<file path="config.mk">
export PLATFORM = sky130hd
export DESIGN_NAME = unsigned_divider
export DESIGN_NICKNAME = d
export VERILOG_FILES = /design/src/rtl/unsigned_divider.sv
export SDC_FILE = /design/constraint.sdc
export NUM_CORES = 1
export LEC_CHECK = 0
export CAP_MARGIN = 20
export CORE_ASPECT_RATIO = 1.1
export CORE_UTILIZATION = 40
export DETAILED_ROUTE_END_ITERATION = 16
export GPL_TIMING_DRIVEN = 0
export PLACE_DENSITY = 0.71
export RECOVER_POWER = 50
export SYNTH_ARGS = -nofsm -noshare
export SYNTH_HDL_FRONTEND = slang
export SYNTH_SLANG_ARGS = --single-unit
export TNS_END_PERCENT = 50
</file>
<file path="constraint.sdc">
create_clock -name clk -period 8.6 [get_ports clk]
set_input_delay 1.29 -clock clk [delete_from_list [all_inputs] [get_ports clk]]
set_output_delay 1.29 -clock clk [all_outputs]
set_load 0.01 [all_outputs]
</file>
<file path="src/rtl/unsigned_divider.sv">
// rtl/unsigned_divider.sv - two-stage pipelined 4-bit unsigned restoring divider
module unsigned_divider (
    input  logic       clk,
    input  logic       rst_n,
    input  logic       ena,
    input  logic [7:0] ui_in,
    input  logic [7:0] uio_in,
    output logic [7:0] uo_out,
    output logic [7:0] uio_out,
    output logic [7:0] uio_oe
);

    logic [3:0] a_r;
    logic [3:0] b_r;
    logic       valid_r;
    logic [3:0] quotient;
    logic [4:0] rem;
    logic [4:0] trial;
    logic [3:0] dividend_bits;
    logic       unused_ok;

    assign uio_out   = 8'h00;
    assign uio_oe    = 8'h00;
    assign unused_ok = &{1'b0, ena, uio_in};

    always_ff @(posedge clk or negedge rst_n) begin
        if (!rst_n) begin
            a_r     <= 4'd0;
            b_r     <= 4'd0;
            valid_r <= 1'b0;
        end else begin
            a_r     <= ui_in[7:4];
            b_r     <= ui_in[3:0];
            valid_r <= 1'b1;
        end
    end

    // Restoring division, MSB first. The partial remainder stays below 2*B,
    // so it fits in five bits and bit 4 of the trial acts as its sign.
    always_comb begin
        rem           = 5'd0;
        trial         = 5'd0;
        quotient      = 4'd0;
        dividend_bits = a_r;
        for (int i = 0; i < 4; i++) begin
            rem           = {rem[3:0], dividend_bits[3]};
            dividend_bits = {dividend_bits[2:0], 1'b0};
            trial         = rem - {1'b0, b_r};
            if (!trial[4]) begin
                rem = trial;
            end
            quotient = {quotient[2:0], ~trial[4]};
        end
    end

    // valid_r keeps the output at zero after reset until a real operand pair
    // has been captured, instead of showing the 0/0 result of cleared registers.
    always_ff @(posedge clk or negedge rst_n) begin
        if (!rst_n) begin
            uo_out <= 8'h00;
        end else if (valid_r) begin
            uo_out <= {quotient, rem[3:0]};
        end else begin
            uo_out <= 8'h00;
        end
    end

endmodule

</file>
==> results.md <==
* Highest attainable clock frequency at ~150 MHz
* Largest buffer count on any clock path at 2
* Residual DRC at 0
* Sequential area share after synthesis at a little under 30%
* Reg-to-reg endpoint: uo_out[0]
* Residual overflow from global routing at 0
* Number of hold violations in the final report at 0
* Cell-by-cell listing of the critical path: inv_1 -> ha_1 -> or3b_1 -> clkbuf_1 -> o21ai_0 -> inv_1 -> fa_1 -> or3_1 -> a211oi_4 -> or2_2 -> a21oi_1 -> fa_1 -> o21ai_0 -> a21oi_1 -> xnor2_4 -> mux2i_1 -> ha_1 -> nor2b_1 -> o21ai_0 -> or2b_2 -> or3_2 -> a21boi_1 -> nor3_1 -> o21a_1
* Hold Buf Count CTS at 0
* Data required time at the worst endpoint at 8.78 ns
* Number of enable-type register cells in the synthesized netlist at 0
* Number of buffers added for setup after CTS at 0
* Area delta synth->final at 21.40%
* Number of antenna violations at the first check in global routing at 0
* TritonCTS clock tree: yes
* Warnings from Yosys at 0
* Final sum of negative setup slack at 0 ns
* Count of vias placed by the detailed router at 1116
* Routability-driven placement congestion ratio at 0.8873
* Critical path startpoint: b_r[1]
* Total of max-cap violations at 0
* Residual antenna-violating net count after detailed routing at 0
* Final setup violation count at 0
* GRT Resource Usage Total at 15.75%
* Outcome: complete, no violations
* Wire length of the first global-routing pass at 4.650 mm
* Fin cells at 230
* Top FF cell, synth: sky130_fd_sc_hd__dfrtp_1
* Std cell rows at 22
* Unrepaired setup endpoints after global routing: no
* Core ar. at 3386 um2
* Vias per Instance at 4.852
* DP HPWL at ~2.3 mm
* Routed wirelength normalized by instance count at 11.54 um
* FFs w/ async S/R, synth at 100.0%
* CP max-delay cell: sky130_fd_sc_hd__or3_2
* Fill count at approximately 320
* Post-synth design cell area at 1444 um2
* Router iterations before antenna repair at 4
* Synth unique cells at 46
* Hold Path Class: flip-flop to flip-flop
* Number of cells in the design after placement at between 200 and 250
* Setup Crit Path Kind: flip-flop to flip-flop
* Cell depth of the worst flop-to-flop path at 24
* CTS Sinks at 17
* Multi-input gate area in the final layout at 890.9 um2
* CTS Root Cell: sky130_fd_sc_hd__clkbuf_4
* Highest fanout seen on the critical path at 8
* CP Launch Type: flip-flop
* Share of the core filled with cells in the final layout at between 50% and 60%
* Clock transition at the registers of the reported paths at 0.09 ns
* #FFs+latches synth at 17
* Net count reported at finish at 219
* Clock buffer count from CTS at 3
* Delay of the slowest cell on the worst path at approximately 0.5 ns
* Width of the die at 59.29 um
* Pin count of the biggest net entering global routing at 18
* I/O Buffers at 17
* Via count of the first global-routing pass at 1115
* DRT Wirelength at 2.655 mm
* Number of placed I/O pins at 43
* Worst Path Arrival at 7.02 ns
* Minimum clock period at between 6 and 7 ns
* Slew Limit Fails at 0
* Leakage power of the design at 0.8470 nW
* Count of mapped cells out of synthesis at 145
* Floorplan die height at 65.01 um
* Worst slew margin relative to its limit at roughly half
* Starting DRC count in detailed routing at 27
* Critical register-to-register path startpoint: b_r[1]
* Worst setup path endpoint: uo_out[0]
* Clock latency at the later pin of the worst-skew pair at 0.28 ns
* Initial core utilization at a little over two fifths
* Element type at the critical path end: flip-flop
* Sequential cell area at about 430 um2
* Worst reg-to-reg setup slack at between 1.5 and 2 ns
* Final clock skew at ~0.0012 ns
* Die area at 3854 um2
* Level count of the clock H-tree at 1
* Share of cells above drive strength 1 at a little over a fifth
* Power density relative to cell area at 175.4 nW/um2
* Worst voltage drop across the vdd grid at ~0.11 mV
* Number of cells upsized or downsized after cts at 0
* Most prevalent standard cell on the critical path: sky130_fd_sc_hd__o21ai_0
* Count of antenna diodes in the layout at 0
* Transition at the pin with the smallest max-transition slack at 0.7245 ns
* Final critical-path share of the clock period at about four fifths
* Syn Area/Cell at roughly 10 um2
==> logic make-up (layout without fill, tap and decap cells) <==
logic type | after synthesis | count (layout) | synth area share (%)
multiplexers | 3 | 3 | 2.166
AO/OA/AOI/OAI | 36 | 36 | 18.46
AND/OR/NAND/NOR | 32 | 32 | 15.16
adder cells (fa/ha/maj) | 17 | 17 | 16.29
XOR/XNOR | 6 | 6 | 4.939
buffers and inverters | 32 | 53 | 13.00
flip-flops | 17 | 17 | 29.46
other | 2 | 18 | 0.5201
==> worst min-delay path by stage <==
stage / from / slack [ns] / endpoint / cells past startpoint
final: valid_r / 0.51 / uo_out[0] / 1
after global routing: valid_r / 0.54 / uo_out[0] / 1
after CTS: valid_r / 0.52 / uo_out[0] / 1
after detailed placement: valid_r / 0.50 / uo_out[0] / 1
after global placement: valid_r / 0.50 / uo_out[0] / 1
after floorplan: valid_r / 0.47 / uo_out[0] / 1
==> flip-flops by register name, indices dropped and copies added (netlist names) <==
signal / flops
valid_r: 1
a_r: 4
uo_out: 8
b_r: 4
==> final cells by class <==
class / instances / share of cell area [%]
inverters: 15 / 3.212
plain buffers: 17 / 7.066
well taps: 48 / 3.426
repair buffers: 17 / 9.707
multi-input cells: 112 / 50.82
flip-flops and latches: 17 / 24.27
clock buffers: 4 / 1.499
==> worst max-delay path, delay by kind of cell (launching register included) <==
family          cells  cell delay (ns)
xor+xnor            1             0.31
mux                 1             0.31
buf+inv             3             0.49
compound gates      8             1.67
fa+ha+maj           4             1.42
simple gates        7             2.04
flops               1             0.49
==> synth_stat cells (2+ instances only) <==
library cell	count	area share, %
sky130_fd_sc_hd__nand3b_1	2	1.0
sky130_fd_sc_hd__dfrtp_1	17	29
sky130_fd_sc_hd__fa_1	3	4.2
sky130_fd_sc_hd__o211ai_1	2	1.0
sky130_fd_sc_hd__conb_1	2	0.52
sky130_fd_sc_hd__nor3_1	2	0.69
sky130_fd_sc_hd__o21ai_0	7	2.4
sky130_fd_sc_hd__a21oi_2	2	1.2
sky130_fd_sc_hd__a21o_2	3	1.8
sky130_fd_sc_hd__nand4_1	2	0.87
sky130_fd_sc_hd__a21o_1	2	1.0
sky130_fd_sc_hd__inv_1	15	3.9
sky130_fd_sc_hd__buf_4	16	8.3
sky130_fd_sc_hd__or2_2	2	0.87
sky130_fd_sc_hd__ha_1	14	12
sky130_fd_sc_hd__a21boi_0	2	1.0
sky130_fd_sc_hd__a21oi_1	9	3.1
sky130_fd_sc_hd__mux2i_1	2	1.4
sky130_fd_sc_hd__nand2_1	3	0.78
sky130_fd_sc_hd__nand3_1	5	1.7
sky130_fd_sc_hd__nor2_1	4	1.0
sky130_fd_sc_hd__xnor2_1	4	2.4
sky130_fd_sc_hd__nor2b_1	2	0.87
==> cell usage in the layout (no fill, tap or decap), types with 2 or more instances in the layout <==
cell type and count:
sky130_fd_sc_hd__nor3_1 2, sky130_fd_sc_hd__conb_1 18, sky130_fd_sc_hd__a21oi_1 9, sky130_fd_sc_hd__nand4_1 2
sky130_fd_sc_hd__clkdlybuf4s50_1 8, sky130_fd_sc_hd__nor2_1 4, sky130_fd_sc_hd__fa_1 3, sky130_fd_sc_hd__nand3b_1 2
sky130_fd_sc_hd__a21boi_0 2, sky130_fd_sc_hd__xnor2_1 4, sky130_fd_sc_hd__o211ai_1 2, sky130_fd_sc_hd__nand2_1 3
sky130_fd_sc_hd__a21o_2 3, sky130_fd_sc_hd__mux2i_1 2, sky130_fd_sc_hd__nand3_1 5, sky130_fd_sc_hd__a21o_1 2
sky130_fd_sc_hd__clkbuf_4 3, sky130_fd_sc_hd__dfrtp_1 17, sky130_fd_sc_hd__inv_1 15, sky130_fd_sc_hd__ha_1 14
sky130_fd_sc_hd__dlygate4sd3_1 9, sky130_fd_sc_hd__nor2b_1 2, sky130_fd_sc_hd__or2_2 2, sky130_fd_sc_hd__buf_4 16
sky130_fd_sc_hd__clkbuf_1 2, sky130_fd_sc_hd__a21oi_2 2, sky130_fd_sc_hd__o21ai_0 7
==> per-stage QoR <==
stage          hold slack [ns]  area (um2)  power (W)  setup WS [ns]
2_1_floorplan           0.4714        1504  0.0002214          2.536
3_3_place_gp            0.4973        1734  0.0002631          2.013
3_5_place_dp            0.4980        1734  0.0002687          1.859
4_1_cts                 0.5223        1760  0.0003107          1.815
5_1_grt                 0.5392        1753  0.0003312          1.224
6_report                0.5149        1753  0.0003074          1.763
==> power breakdown <==
part	internal (W)	switching [W]	total, W
sequential	0.0000923	0.00000481	0.0000971
combinational	0.0000860	0.0000837	0.000170
clock	0.0000180	0.0000225	0.0000405
total	0.000196	0.000111	0.000307
==> layer usage <==
metal  wire (um)  track usage (%)
met5           0                0
met4         100            11.01
met3         112           0.7984
met2        1385            27.95
met1        1057            17.48
(Power assumes the default switching activity.)
